$ cat config.mk
export PLATFORM = sky130hd
export DESIGN_NAME = multicycle_control_flat
export DESIGN_NICKNAME = d
export VERILOG_FILES = /design/src/rtl/multicycle_control_if.sv /design/src/rtl/multicycle_control.sv /design/src/flat_wrapper.sv
export SDC_FILE = /design/constraint.sdc
export NUM_CORES = 1
export LEC_CHECK = 0
export ABC_AREA = 0
export BUFFER_PORTS_ARGS = -buffer_cell sky130_fd_sc_hd__buf_2
export CORE_MARGIN = 3
export CORE_UTILIZATION = 54
export CTS_CLUSTER_SIZE = 28
export DETAILED_ROUTE_END_ITERATION = 16
export PLACE_DENSITY_LB_ADDON = 0.08
export SLEW_MARGIN = 30
export SYNTH_ARGS = -nofsm -noshare
export SYNTH_HDL_FRONTEND = slang
export SYNTH_SLANG_ARGS = --single-unit
$ cat constraint.sdc
create_clock -name clock -period 8.02 [get_ports clock]
set_input_delay 0.401 -clock clock [delete_from_list [all_inputs] [get_ports clock]]
set_output_delay 0.401 -clock clock [all_outputs]
set_load 0.02 [all_outputs]
$ cat src/rtl/multicycle_control_if.sv
// Bundle between the multicycle controller and its datapath/memories.
// The slave side is the controller; the master side drives instruction fields and memory status.
interface multicycle_control_if;
    logic [6:0]  opcode;
    logic [2:0]  funct3;
    logic        aluZero;
    logic        imemReady;
    logic        dmemReady;
    logic        pcWrite;
    logic        pcSrc;
    logic        irWrite;
    logic        regwrite;
    logic        memRead;
    logic        memWrite;
    logic        memtoReg;
    logic        aluSrc;
    logic [1:0]  aluOp;
    logic [2:0]  state;
    logic        halted;
    logic [31:0] instret;

    modport master (
        output opcode, funct3, aluZero, imemReady, dmemReady,
        input  pcWrite, pcSrc, irWrite, regwrite, memRead, memWrite,
        input  memtoReg, aluSrc, aluOp, state, halted, instret
    );

    modport slave (
        input  opcode, funct3, aluZero, imemReady, dmemReady,
        output pcWrite, pcSrc, irWrite, regwrite, memRead, memWrite,
        output memtoReg, aluSrc, aluOp, state, halted, instret
    );
endinterface

$ cat src/rtl/multicycle_control.sv
// Multicycle RISC-V style control FSM: FETCH/DECODE/EXECUTE/MEMORY/WRITEBACK/HALT
// with a retired-instruction counter that steps on the single pcWrite of each instruction.
module multicycle_control (
    input logic                  clock,
    input logic                  reset,
    multicycle_control_if.slave  bus
);
    localparam logic [6:0] OP_R      = 7'b0110011;
    localparam logic [6:0] OP_I      = 7'b0010011;
    localparam logic [6:0] OP_LOAD   = 7'b0000011;
    localparam logic [6:0] OP_STORE  = 7'b0100011;
    localparam logic [6:0] OP_BRANCH = 7'b1100011;

    typedef enum logic [2:0] {
        S_FETCH     = 3'd0,
        S_DECODE    = 3'd1,
        S_EXECUTE   = 3'd2,
        S_MEMORY    = 3'd3,
        S_WRITEBACK = 3'd4,
        S_HALT      = 3'd5
    } state_e;

    state_e      state_q, state_d;
    logic [31:0] instret_q, instret_d;

    logic       pc_write, pc_src, ir_write, reg_write;
    logic       mem_read, mem_write, memto_reg, alu_src, halted;
    logic [1:0] alu_op;

    logic is_r, is_i, is_load, is_store, is_br, legal;

    assign is_r     = (bus.opcode == OP_R);
    assign is_i     = (bus.opcode == OP_I);
    assign is_load  = (bus.opcode == OP_LOAD);
    assign is_store = (bus.opcode == OP_STORE);
    // Only beq (000) and bne (001) are supported branches.
    assign is_br    = (bus.opcode == OP_BRANCH) && (bus.funct3[2:1] == 2'b00);
    assign legal    = is_r | is_i | is_load | is_store | is_br;

    always_ff @(posedge clock) begin
        if (reset) begin
            state_q   <= S_FETCH;
            instret_q <= '0;
        end else begin
            state_q   <= state_d;
            instret_q <= instret_d;
        end
    end

    // Handshake: imemReady high in FETCH means the instruction word is valid this cycle
    // and is captured with irWrite; in MEMORY the request is held until dmemReady is high.
    always_comb begin
        state_d   = state_q;
        pc_write  = 1'b0;
        pc_src    = 1'b0;
        ir_write  = 1'b0;
        reg_write = 1'b0;
        mem_read  = 1'b0;
        mem_write = 1'b0;
        memto_reg = 1'b0;
        alu_src   = 1'b0;
        alu_op    = 2'b00;
        halted    = 1'b0;
        case (state_q)
            S_FETCH: begin
                ir_write = bus.imemReady;
                if (bus.imemReady) state_d = S_DECODE;
            end
            S_DECODE: begin
                state_d = legal ? S_EXECUTE : S_HALT;
            end
            S_EXECUTE: begin
                alu_src = is_i | is_load | is_store;
                if (is_br)      alu_op = 2'b01;
                else if (is_r)  alu_op = 2'b10;
                else if (is_i)  alu_op = 2'b11;
                else            alu_op = 2'b00;
                if (is_br) begin
                    pc_write = 1'b1;
                    pc_src   = bus.funct3[0] ? ~bus.aluZero : bus.aluZero;
                    state_d  = S_FETCH;
                end else if (is_r | is_i) begin
                    state_d = S_WRITEBACK;
                end else if (is_load | is_store) begin
                    state_d = S_MEMORY;
                end else begin
                    state_d = S_HALT;
                end
            end
            S_MEMORY: begin
                alu_src   = 1'b1;
                alu_op    = 2'b00;
                mem_read  = is_load;
                mem_write = is_store;
                if (bus.dmemReady) begin
                    if (is_load) begin
                        state_d = S_WRITEBACK;
                    end else begin
                        pc_write = 1'b1;
                        state_d  = S_FETCH;
                    end
                end
            end
            S_WRITEBACK: begin
                reg_write = 1'b1;
                memto_reg = is_load;
                pc_write  = 1'b1;
                state_d   = S_FETCH;
            end
            S_HALT: begin
                halted = 1'b1;
            end
            default: begin
                state_d = S_FETCH;
            end
        endcase
    end

    // Every instruction retires on its one pcWrite cycle.
    assign instret_d = instret_q + {31'd0, pc_write};

    assign bus.pcWrite  = pc_write  & ~reset;
    assign bus.irWrite  = ir_write  & ~reset;
    assign bus.regwrite = reg_write & ~reset;
    assign bus.memRead  = mem_read  & ~reset;
    assign bus.memWrite = mem_write & ~reset;
    assign bus.pcSrc    = pc_src;
    assign bus.memtoReg = memto_reg;
    assign bus.aluSrc   = alu_src;
    assign bus.aluOp    = alu_op;
    assign bus.halted   = halted;
    assign bus.state    = state_q;
    assign bus.instret  = instret_q;
endmodule

$ cat src/flat_wrapper.sv
// flat-port wrapper written by rule: the top's interface ports become plain ports
module multicycle_control_flat 
  (clock, reset, bus_opcode, bus_funct3, bus_aluZero, bus_imemReady, bus_dmemReady, bus_pcWrite, bus_pcSrc, bus_irWrite, bus_regwrite, bus_memRead, bus_memWrite, bus_memtoReg, bus_aluSrc, bus_aluOp, bus_state, bus_halted, bus_instret);
  multicycle_control_if bus_i ();
  input logic clock;
  input logic reset;
  input wire logic [$bits(bus_i.opcode)-1:0] bus_opcode;
  input wire logic [$bits(bus_i.funct3)-1:0] bus_funct3;
  input wire logic [$bits(bus_i.aluZero)-1:0] bus_aluZero;
  input wire logic [$bits(bus_i.imemReady)-1:0] bus_imemReady;
  input wire logic [$bits(bus_i.dmemReady)-1:0] bus_dmemReady;
  output wire logic [$bits(bus_i.pcWrite)-1:0] bus_pcWrite;
  output wire logic [$bits(bus_i.pcSrc)-1:0] bus_pcSrc;
  output wire logic [$bits(bus_i.irWrite)-1:0] bus_irWrite;
  output wire logic [$bits(bus_i.regwrite)-1:0] bus_regwrite;
  output wire logic [$bits(bus_i.memRead)-1:0] bus_memRead;
  output wire logic [$bits(bus_i.memWrite)-1:0] bus_memWrite;
  output wire logic [$bits(bus_i.memtoReg)-1:0] bus_memtoReg;
  output wire logic [$bits(bus_i.aluSrc)-1:0] bus_aluSrc;
  output wire logic [$bits(bus_i.aluOp)-1:0] bus_aluOp;
  output wire logic [$bits(bus_i.state)-1:0] bus_state;
  output wire logic [$bits(bus_i.halted)-1:0] bus_halted;
  output wire logic [$bits(bus_i.instret)-1:0] bus_instret;
  assign bus_i.opcode = bus_opcode;
  assign bus_i.funct3 = bus_funct3;
  assign bus_i.aluZero = bus_aluZero;
  assign bus_i.imemReady = bus_imemReady;
  assign bus_i.dmemReady = bus_dmemReady;
  assign bus_pcWrite = bus_i.pcWrite;
  assign bus_pcSrc = bus_i.pcSrc;
  assign bus_irWrite = bus_i.irWrite;
  assign bus_regwrite = bus_i.regwrite;
  assign bus_memRead = bus_i.memRead;
  assign bus_memWrite = bus_i.memWrite;
  assign bus_memtoReg = bus_i.memtoReg;
  assign bus_aluSrc = bus_i.aluSrc;
  assign bus_aluOp = bus_i.aluOp;
  assign bus_state = bus_i.state;
  assign bus_halted = bus_i.halted;
  assign bus_instret = bus_i.instret;
  multicycle_control u_core (.clock(clock), .reset(reset), .bus(bus_i));
endmodule
==> run summary, run 1 <==
result of the run = completed
Worst Setup Slack, final = 4.65 ns
crit path launch = bus_opcode[3]
peak clock frequency supported by timing = 297 MHz
largest net degree at the start of global routing = 41
Core Footprint = 3200 um^2
antenna violations before repair = 0
area taken by flip-flops and latches = 701 um^2
worst endpoint data arrival time = 3.63 ns
setup slack of the worst register-to-register path = 4.88 ns
number of design rule violations left after detail routing = 0
final hold violation count = 0
number of buffers created by CTS = 5
final routed wirelength across all metal layers = 4410 um
share of the yosys chip area belonging to registers = 0.371
Ys Warns = 0
global-route wire length before repair = 7450 um
Filler cells = 312
utilization after layout = 0.701
synthesized instance count = 233
horizontal die dimension = 65.1 um
final sum of negative setup slack = 0 ns
largest buffer count on any clock path = 2
# rows = 20
power density over the cells = 142 nW/um^2
VDD IR max = 83.4 uV
number of slew-limit violations in the final report = 0
first-pass detailed-route iteration total = 5
Post-Syn Area = 1890 um^2
crit-path max FO = 19
destination of the critical timing path = u_core.bus.instret[19]
clock tree from TritonCTS = built
leading cell type in the layout, fill and taps excluded = buf_2
worst clock skew = 0.0129 ns
element type at the critical path end = register
Hold Crit Depth = 3
H-tree lvl count = 2
Overflow after GRT = 0
I/O Buffers = 60
register clock-pin slew on the reported worst setup and hold paths = 0.11 ns
total I/O pin count = 61
Min Clock Period, post-route = 3.37 ns
gpl congestion = 0.874
clock latency on the worst-skew pair = 0.33 ns
placed wire-length estimate after detailed placement = 3220 um
Resize count post-CTS = 0
fraction of layout cells with a size suffix above 1 = 0.258
initial cell density of the core = 0.589
number of diodes added for antenna fixing = 0
mean instance size in the synthesized netlist = 8.10 um^2
area of the multi-input gates = 1120 um^2
number of clock sinks = 35
number of nets still failing antenna checks after routing = 0
worst hold path type = input port to register
final setup violation count = 0
final clock period utilization by the worst path = 0.420
unrepaired setup endpoints after global routing = false
vias after detailed routing = 1919
Detailed Route Iter0 Violations = 182
hold buffer count at CTS = 0
count of cells along the worst register-to-register path = 8
number of distinct library cells after synthesis = 45
relative slew slack = 0.413
worst reg2reg path startpoint = u_core.bus.state[1]
routed vias/inst = 5.73
setup bufs post-CTS = 0
height of the die = 65.1 um
data required time at the worst endpoint = 8.28 ns
root buffer cell = clkbuf_4
commonest cells after routing, fill and taps aside = buf_2, dfxtp_1, nor2_1
Worst Tran Pin Value = 0.869 ns
Startpoint Class = input port
Yosys reg bits = 35
wire per inst = 13.2 um
combined global-route utilization of all metal layers = 0.221
post-layout instance count excluding filler cells = 335
leakage power figure = 0.892 nW
setup slack at placement = 4.32 ns
placed cells = 327
net total in the final layout = 307
P&R area growth vs syn = 19.0%
die footprint = 4240 um^2
category of the critical setup timing path = input port to register
vias in the first global route = 1674
# Max-Cap Violations = 0
worst hold slack after final layout = 0.433 ns
syn_nets = 250
endpoint of the worst-slack reg-to-reg timing path = u_core.bus.instret[19]
==> cell usage after synthesis, drive strengths merged <==
library cell | n | area (um^2)
a21oi | 22 | 110
a22oi | 1 | 7.51
a31o | 1 | 8.76
a31oi | 1 | 6.26
a41oi | 1 | 8.76
and2 | 3 | 18.8
and3 | 3 | 18.8
and3b | 1 | 8.76
and4 | 4 | 36.3
buf | 4 | 25.0
clkbuf | 6 | 22.5
dfxtp | 35 | 701
ha | 2 | 25.0
inv | 4 | 15.0
mux2 | 2 | 22.5
nand2 | 17 | 63.8
nand2b | 3 | 18.8
nand3 | 11 | 65.1
nand3b | 1 | 7.51
nand4 | 6 | 37.5
nand4bb | 1 | 11.3
nor2 | 23 | 86.3
nor2b | 9 | 56.3
nor3 | 7 | 35.0
nor3b | 1 | 7.51
nor4 | 3 | 25.0
nor4bb | 1 | 10.0
o211ai | 2 | 15.0
o21ai | 11 | 55.1
o21bai | 1 | 7.51
o31ai | 9 | 67.6
o32ai | 1 | 8.76
or2 | 2 | 12.5
or3 | 10 | 62.6
or4 | 10 | 75.1
or4b | 2 | 20.0
xnor2 | 5 | 43.8
xor2 | 7 | 61.3
==> report_power, final <==
part | internal, mW | switching (mW) | total [mW] | leakage (nW)
clock | 0.0342 | 0.0580 | 0.0922 | 0.0293
sequential | 0.177 | 0.00656 | 0.184 | 0.282
combinational | 0.0174 | 0.0256 | 0.0430 | 0.580
total | 0.229 | 0.0902 | 0.319 | 0.892
==> worst min path at each step <==
stage / from / to / slack (ns)
3_3_place_gp: u_core.bus.instret[26] / u_core.bus.instret[26] / 0.48
2_1_floorplan: u_core.bus.instret[26] / u_core.bus.instret[26] / 0.56
5_1_grt: bus_imemReady / u_core.bus.state[0] / 0.44
3_5_place_dp: u_core.bus.instret[26] / u_core.bus.instret[26] / 0.48
4_1_cts: bus_imemReady / u_core.bus.state[0] / 0.41
6_report: bus_imemReady / u_core.bus.state[0] / 0.43
==> metrics by stage <==
stage	power (mW)	cell area [um^2]
global route	0.335	2250
CTS	0.321	2250
global placement	0.230	2200
floorplan	0.215	1890
finish	0.319	2250
detailed placement	0.231	2200
==> sequential cells by signal, indices dropped and copies added, names as in the netlist <==
signal              flops
u_core.bus.state        3
u_core.bus.instret     32
==> layer usage <==
metal  GRT usage  vias up  share of wire
li1            -      967              -
met1       0.281      881           0.46
met2       0.361       64           0.46
met3      0.0615        7          0.066
met4      0.0725        0          0.012
met5           0        -              0
==> worst max-delay path, stage by stage <==
cell      delay [ns]
buf_2           0.10
nor4bb_1        0.75
a41oi_1         0.21
o32ai_1         0.21
ha_1            0.26
nand2_1         0.12
or4b_1          0.81
or4_1           0.60
a21oi_1         0.16
==> final cells by class <==
class,count,area share
clock inverter,1,0.00223
inverter,4,0.00669
tap,44,0.0245
clock buffer,7,0.0201
timing repair buffer,60,0.134
sequential,35,0.312
multi-input combinational,184,0.501
==> cells by family after synthesis <==
group	Yosys count	share of synthesized area
AND/OR/NAND/NOR	118	0.359
AO/OA/AOI/OAI	50	0.156
flip-flops	35	0.371
buffers and inverters	14	0.0331
XOR/XNOR	12	0.0557
multiplexers	2	0.0119
adder cells (fa/ha/maj)	2	0.0133
(Power assumes the default switching activity.)
==> run 2, diff against run 1 <==
--- a/config.mk
+++ b/config.mk
@@ -8,7 +8,7 @@
 export ABC_AREA = 0
 export BUFFER_PORTS_ARGS = -buffer_cell sky130_fd_sc_hd__buf_2
 export CORE_MARGIN = 3
-export CORE_UTILIZATION = 54
+export CORE_UTILIZATION = 45
 export CTS_CLUSTER_SIZE = 28
 export DETAILED_ROUTE_END_ITERATION = 16
 export PLACE_DENSITY_LB_ADDON = 0.08
==> constraint.sdc (replaced) <==
create_clock -name clock -period 3.03 [get_ports clock]
set_input_delay 0.1515 -clock clock [delete_from_list [all_inputs] [get_ports clock]]
set_output_delay 0.1515 -clock clock [all_outputs]
set_load 0.02 [all_outputs]
==> run summary, run 2 (same netlist as run 1, synthesis figures left out) <==
net switching power = 244 uW (was 90.2 uW)
number of design rule violations left after detail routing = 0 (unchanged)
vias in the first global route = 1694 (was 1674)
P&R area growth vs syn = 26.0% (was 19.0%)
clock share of power = 0.398 (was 0.289)
final routed wirelength across all metal layers = 4450 um (was 4410 um)
Hold Startpoint = bus_imemReady (unchanged)
height of the die = 70.8 um (was 65.1 um)
clock tree from TritonCTS = built (unchanged)
routed vias/inst = 5.55 (was 5.73)
clock latency on the worst-skew pair = 0.28 ns (was 0.33 ns)
worst hold path type = input port to register (unchanged)
relative slew slack = 0.513 (was 0.413)
Worst Tran Pin Value = 0.730 ns (was 0.869 ns)
power density over the cells = 422 nW/um^2 (was 142 nW/um^2)
number of clock sinks = 35 (unchanged)
hold buffer count at CTS = 0 (unchanged)
placed cells = 338 (was 327)
final setup violation count = 0 (unchanged)
Detailed Route Iter0 Violations = 91 (was 182)
net total in the final layout = 316 (was 307)
I/O Buffers = 60 (unchanged)
number of buffers created by CTS = 5 (unchanged)
worst reg2reg path startpoint = u_core.bus.state[2] (was u_core.bus.state[1])
commonest cells after routing, fill and taps aside = buf_2, dfxtp_1, nor2_1 (unchanged)
post-layout instance count excluding filler cells = 347 (was 335)
number of nets still failing antenna checks after routing = 0 (unchanged)
fraction of power consumed by combinational cells = 0.127 (was 0.135)
number of slew-limit violations in the final report = 0 (unchanged)
antenna violations before repair = 0 (unchanged)
total I/O pin count = 61 (unchanged)
register clock-pin slew on the reported worst setup and hold paths = 0.07 ns (was 0.11 ns)
max reg flops = 32 (unchanged)
fraction of layout cells with a size suffix above 1 = 0.288 (was 0.258)
initial cell density of the core = 0.490 (was 0.589)
Core Footprint = 3850 um^2 (was 3200 um^2)
leading cell type in the layout, fill and taps excluded = buf_2 (unchanged)
# Max-Cap Violations = 0 (unchanged)
final hold violation count = 0 (unchanged)
placed wire-length estimate after detailed placement = 3230 um (was 3220 um)
Hold Crit Depth = 3 (unchanged)
endpoint of the worst-slack reg-to-reg timing path = u_core.bus.instret[18] (was u_core.bus.instret[19])
H-tree lvl count = 2 (unchanged)
share of power burned in registers = 0.475 (was 0.576)
horizontal die dimension = 70.8 um (was 65.1 um)
area taken by flip-flops and latches = 701 um^2 (unchanged)
root buffer cell = clkbuf_8 (was clkbuf_4)
number of diodes added for antenna fixing = 0 (unchanged)
count of cells along the worst register-to-register path = 10 (was 8)
Filler cells = 369 (was 312)
VDD IR max = 426 uV (was 83.4 uV)
global-route wire length before repair = 7420 um (was 7450 um)
setup slack of the worst register-to-register path = 0.30 ns (was 4.88 ns)
largest net degree at the start of global routing = 41 (unchanged)
# rows = 22 (was 20)
Startpoint Class = register (was input port)
vias after detailed routing = 1925 (was 1919)
area of the multi-input gates = 1130 um^2 (was 1120 um^2)
final clock period utilization by the worst path = 0.899
worst endpoint data arrival time = 2.93 ns (was 3.63 ns)
final sum of negative setup slack = 0 ns (unchanged)
gpl congestion = 0.873 (was 0.874)
unrepaired setup endpoints after global routing = false (unchanged)
result of the run = completed (unchanged)
element type at the critical path end = register (unchanged)
peak clock frequency supported by timing = 367 MHz
worst clock skew = 0.00732 ns (was 0.0129 ns)
leakage power figure = 0.956 nW (was 0.892 nW)
first-pass detailed-route iteration total = 4 (was 5)
crit-path max FO = 9 (was 19)
data required time at the worst endpoint = 3.24 ns (was 8.28 ns)
wire per inst = 12.8 um (was 13.2 um)
Overflow after GRT = 0 (unchanged)
die footprint = 5010 um^2 (was 4240 um^2)
largest buffer count on any clock path = 2 (unchanged)
Int Pwr = 761 uW (was 229 uW)
category of the critical setup timing path = register to register (was input port to register)
hold-critical path endpoint = u_core.bus.state[0] (unchanged)
Min Clock Period, post-route = 2.73 ns
switching part of the total = 0.243 (was 0.283)
combined global-route utilization of all metal layers = 0.175 (was 0.221)
[run 2: cell count changes in the layout (fill, tap and decap cells not counted)]
cell,change
or4b_1,-1
buf_4,+9
bufinv_16,+1
clkbuf_4,-5
clkinv_2,-1
clkbuf_1,-1
nand3_2,+1
or4b_4,+1
clkbuf_8,+5
nand3_1,-1
[run 2: worst max-delay path by stage]
stage	start	to	slack [ns]	depth (start not counted)
2_1_floorplan	bus_opcode[3]	u_core.bus.instret[31]	0.23	9
6_report	u_core.bus.state[2]	u_core.bus.instret[18]	0.30	10
3_5_place_dp	bus_opcode[3]	u_core.bus.instret[15]	0.14	10
3_3_place_gp	bus_opcode[3]	u_core.bus.instret[15]	0.22	10
5_1_grt	u_core.bus.state[2]	u_core.bus.instret[16]	0.04	10
4_1_cts	u_core.bus.state[2]	u_core.bus.instret[15]	0.20	9
[run 2: critical path, stage by stage, from the launching register on]
cell     delay, ns
dfxtp_1       0.44
nor2b_1       0.23
a41oi_1       0.07
o32ai_1       0.18
ha_1          0.26
ha_1          0.24
and4_2        0.34
nand4_1       0.22
buf_4         0.21
or3_1         0.33
a21oi_1       0.13
[run 2: layout make-up]
type / count / area share
flip-flops and latches: 35 / 0.294
multi-input cells: 184 / 0.476
repair buffers: 69 / 0.155
clock inverters: 1 / 0.0126
well taps: 48 / 0.0252
inverters: 4 / 0.00631
clock buffers: 6 / 0.0305
[run 2: metal layers]
metal | share of wire | wire, um | track usage
met1 | 0.47 | 2100 | 0.223
met2 | 0.46 | 2050 | 0.294
met3 | 0.061 | 272 | 0.0469
met4 | 0.0061 | 27 | 0.0418
met5 | 0 | 0 | 0
[run 2: repair_timing]
action | CTS | global route
resized for setup | 0 | 2
endpoints found under the setup margin | 0 | 10
buffers inserted | 0 | 2
[run 2: per-stage QoR]
| stage | total power [mW] | instance area (um^2) | util | hold slack, ns | setup WS (ns) |
|---|---|---|---|---|---|
| after detailed placement | 0.615 | 2250 | 0.585 | 0.484 | 0.144 |
| after global routing | 1.05 | 2380 | 0.618 | 0.220 | 0.0449 |
| final | 1.01 | 2380 | 0.618 | 0.214 | 0.305 |
| after floorplan | 0.569 | 1890 | - | 0.368 | 0.226 |
| after global placement | 0.617 | 2250 | 0.585 | 0.479 | 0.218 |
| after CTS | 1.01 | 2360 | 0.611 | 0.215 | 0.199 |
[run 2: power by group through the flow]
stage / combinational (mW) / clock, mW / sequential, mW
2_1_floorplan: 0.0713 / 0 / 0.498
3_3_place_gp: 0.129 / 0 / 0.488
3_5_place_dp: 0.127 / 0 / 0.488
4_1_cts: 0.128 / 0.408 / 0.478
5_1_grt: 0.140 / 0.426 / 0.479
6_report: 0.128 / 0.400 / 0.477
==> run 3, diff against run 2 <==
--- a/config.mk
+++ b/config.mk
@@ -8,10 +8,10 @@
 export ABC_AREA = 0
 export BUFFER_PORTS_ARGS = -buffer_cell sky130_fd_sc_hd__buf_2
 export CORE_MARGIN = 3
-export CORE_UTILIZATION = 45
+export CORE_UTILIZATION = 35
 export CTS_CLUSTER_SIZE = 28
 export DETAILED_ROUTE_END_ITERATION = 16
-export PLACE_DENSITY_LB_ADDON = 0.08
+export PLACE_DENSITY = 0.69
 export SLEW_MARGIN = 30
 export SYNTH_ARGS = -nofsm -noshare
 export SYNTH_HDL_FRONTEND = slang
==> run summary, run 3 (same netlist as run 1, synthesis figures left out) <==
result of the run = completed (unchanged)
final non-filler cell area = 2370 um^2 (was 2380 um^2)
worst clock skew = 0.00441 ns (was 0.00732 ns)
final sum of negative setup slack = 0 ns (unchanged)
area of the multi-input gates = 1120 um^2 (was 1130 um^2)
horizontal die dimension = 79.4 um (was 70.8 um)
# rows = 26 (was 22)
Overflow after GRT = 0 (unchanged)
vias in the first global route = 1797 (was 1694)
Min Clock Period, post-route = 2.77 ns (was 2.73 ns)
number of diodes added for antenna fixing = 0 (unchanged)
largest net degree at the start of global routing = 41 (unchanged)
H-tree lvl count = 2 (unchanged)
Core Footprint = 5170 um^2 (was 3850 um^2)
wire per inst = 12.5 um (was 12.8 um)
combined global-route utilization of all metal layers = 0.152 (was 0.175)
largest stage delay on the critical path = 0.53 ns (was 0.44 ns)
power density over the cells = 410 nW/um^2 (was 422 nW/um^2)
root buffer cell = clkbuf_8 (unchanged)
worst endpoint data arrival time = 2.98 ns (was 2.93 ns)
first-pass detailed-route iteration total = 6 (was 4)
final clock period utilization by the worst path = 0.915 (was 0.899)
gpl congestion = 0.828 (was 0.873)
Worst Tran Pin Value = 0.714 ns (was 0.730 ns)
VDD IR max = 236 uV (was 426 uV)
number of slew-limit violations in the final report = 0 (unchanged)
GRT met3 Usage = 0.0508 (was 0.0469)
final routed wirelength across all metal layers = 4600 um (was 4450 um)
global-route wire length before repair = 7910 um (was 7420 um)
clock latency on the worst-skew pair = 0.28 ns (about the same)
clock tree from TritonCTS = built (unchanged)
met2 Usage GRT = 0.260 (was 0.294)
number of design rule violations left after detail routing = 0 (unchanged)
register clock-pin slew on the reported worst setup and hold paths = 0.07 ns (about the same)
crit-path max FO = 19 (was 9)
vias after detailed routing = 1949 (was 1925)
antenna violations before repair = 0 (unchanged)
number of nets still failing antenna checks after routing = 0 (unchanged)
unrepaired setup endpoints after global routing = false (unchanged)
Detailed Route Iter0 Violations = 118 (was 91)
leading cell type in the layout, fill and taps excluded = buf_2 (unchanged)
number of buffers created by CTS = 5 (unchanged)
net total in the final layout = 313 (was 316)
# Max-Cap Violations = 0 (unchanged)
height of the die = 79.4 um (was 70.8 um)
I/O Buffers = 60 (unchanged)
routed vias/inst = 5.31 (was 5.55)
max reg flops = 32 (unchanged)
Startpoint Class = register (unchanged)
placed wire-length estimate after detailed placement = 3440 um (was 3230 um)
fraction of layout cells with a size suffix above 1 = 0.279 (was 0.288)
leakage power figure = 0.943 nW (was 0.956 nW)
category of the critical setup timing path = register to register (unchanged)
Filler cells = 529 (was 369)
data required time at the worst endpoint = 3.24 ns (about the same)
met1 routing resource usage after global routing = 0.188 (was 0.223)
peak clock frequency supported by timing = 361 MHz (was 367 MHz)
total I/O pin count = 61 (unchanged)
worst hold path type = input port to register (unchanged)
relative slew slack = 0.524 (was 0.513)
most utilized layer in the global route result = met2 (unchanged)
die footprint = 6310 um^2 (was 5010 um^2)
commonest cells after routing, fill and taps aside = buf_2, dfxtp_1, nor2_1 (unchanged)
final setup violation count = 0 (unchanged)
element type at the critical path end = register (unchanged)
final hold violation count = 0 (unchanged)
final total power = 974 uW (was 1.01 mW)
total placed instance area = 2270 um^2 (was 2250 um^2)
P&R area growth vs syn = 25.8% (was 26.0%)
largest buffer count on any clock path = 2 (unchanged)
initial cell density of the core = 0.365 (was 0.490)
worst path cell trace = nor2b_1 -> a41oi_1 -> o32ai_1 -> ha_1 -> nand2_1 -> or4b_1 -> buf_4 -> or4_1 -> a21oi_1 (was nor2b_1 -> a41oi_1 -> o32ai_1 -> ha_1 -> ha_1 -> and4_2 -> nand4_1 -> buf_4 -> or3_1 -> a21oi_1)
Max stage delay cell, worst path = or4b_1 (was dfxtp_1)
area taken by flip-flops and latches = 702 um^2 (was 701 um^2)
number of clock sinks = 35 (unchanged)
-- run 3: per-layer routing --
metal | wire (um) | part of all wire
met5 | 0 | 0
met4 | 0 | 0
met3 | 276 | 0.060
met2 | 2210 | 0.48
met1 | 2120 | 0.46
-- run 3: area by class of cell --
cell class	instances	area share
inverter	4	0.00632
tap	70	0.0369
clock buffer	8	0.0421
multi-input combinational	184	0.474
timing repair buffer	66	0.145
sequential	35	0.296
-- run 3: worst paths after layout --
check	from	slack, ns	endpoint	cells past startpoint
hold reg to reg	u_core.bus.instret[26]	0.50	u_core.bus.instret[26]	2
setup / recovery	u_core.bus.state[1]	0.26	u_core.bus.instret[21]	9
hold / removal	bus_imemReady	0.26	u_core.bus.state[0]	3
setup reg to reg	u_core.bus.state[1]	0.26	u_core.bus.instret[21]	9
-- run 3: stage by stage --
stage                     worst slack, ns  std cells  utilization  hold WS (ns)
after global routing               0.0290        367        0.459         0.288
final                               0.258        367        0.459         0.260
after global placement              0.220        359        0.440         0.477
after floorplan                     0.226        233            -         0.368
after CTS                           0.196        367        0.459         0.238
after detailed placement            0.173        359        0.440         0.489
-- run 3: repair_timing --
item                                    4_1_cts  5_1_grt
hold buffers                                  0        0
buffers inserted                              0        0
endpoints found under the setup margin        0        3
resized for setup                             0        1
-- run 3: power by group --
part           internal, mW  leakage, nW  switching (mW)
clock network         0.207       0.0515           0.159
registers             0.470        0.283         0.00882
logic                0.0510        0.608          0.0780
-- run 3: critical path: cells and delay by family, from the launching register on --
kind	cells	cell delay [ns]
AND/OR/NAND/NOR	4	1.38
AO/OA/AOI/OAI	3	0.51
adder cells (fa/ha/maj)	1	0.26
flip-flops	1	0.34
buffers and inverters	1	0.21
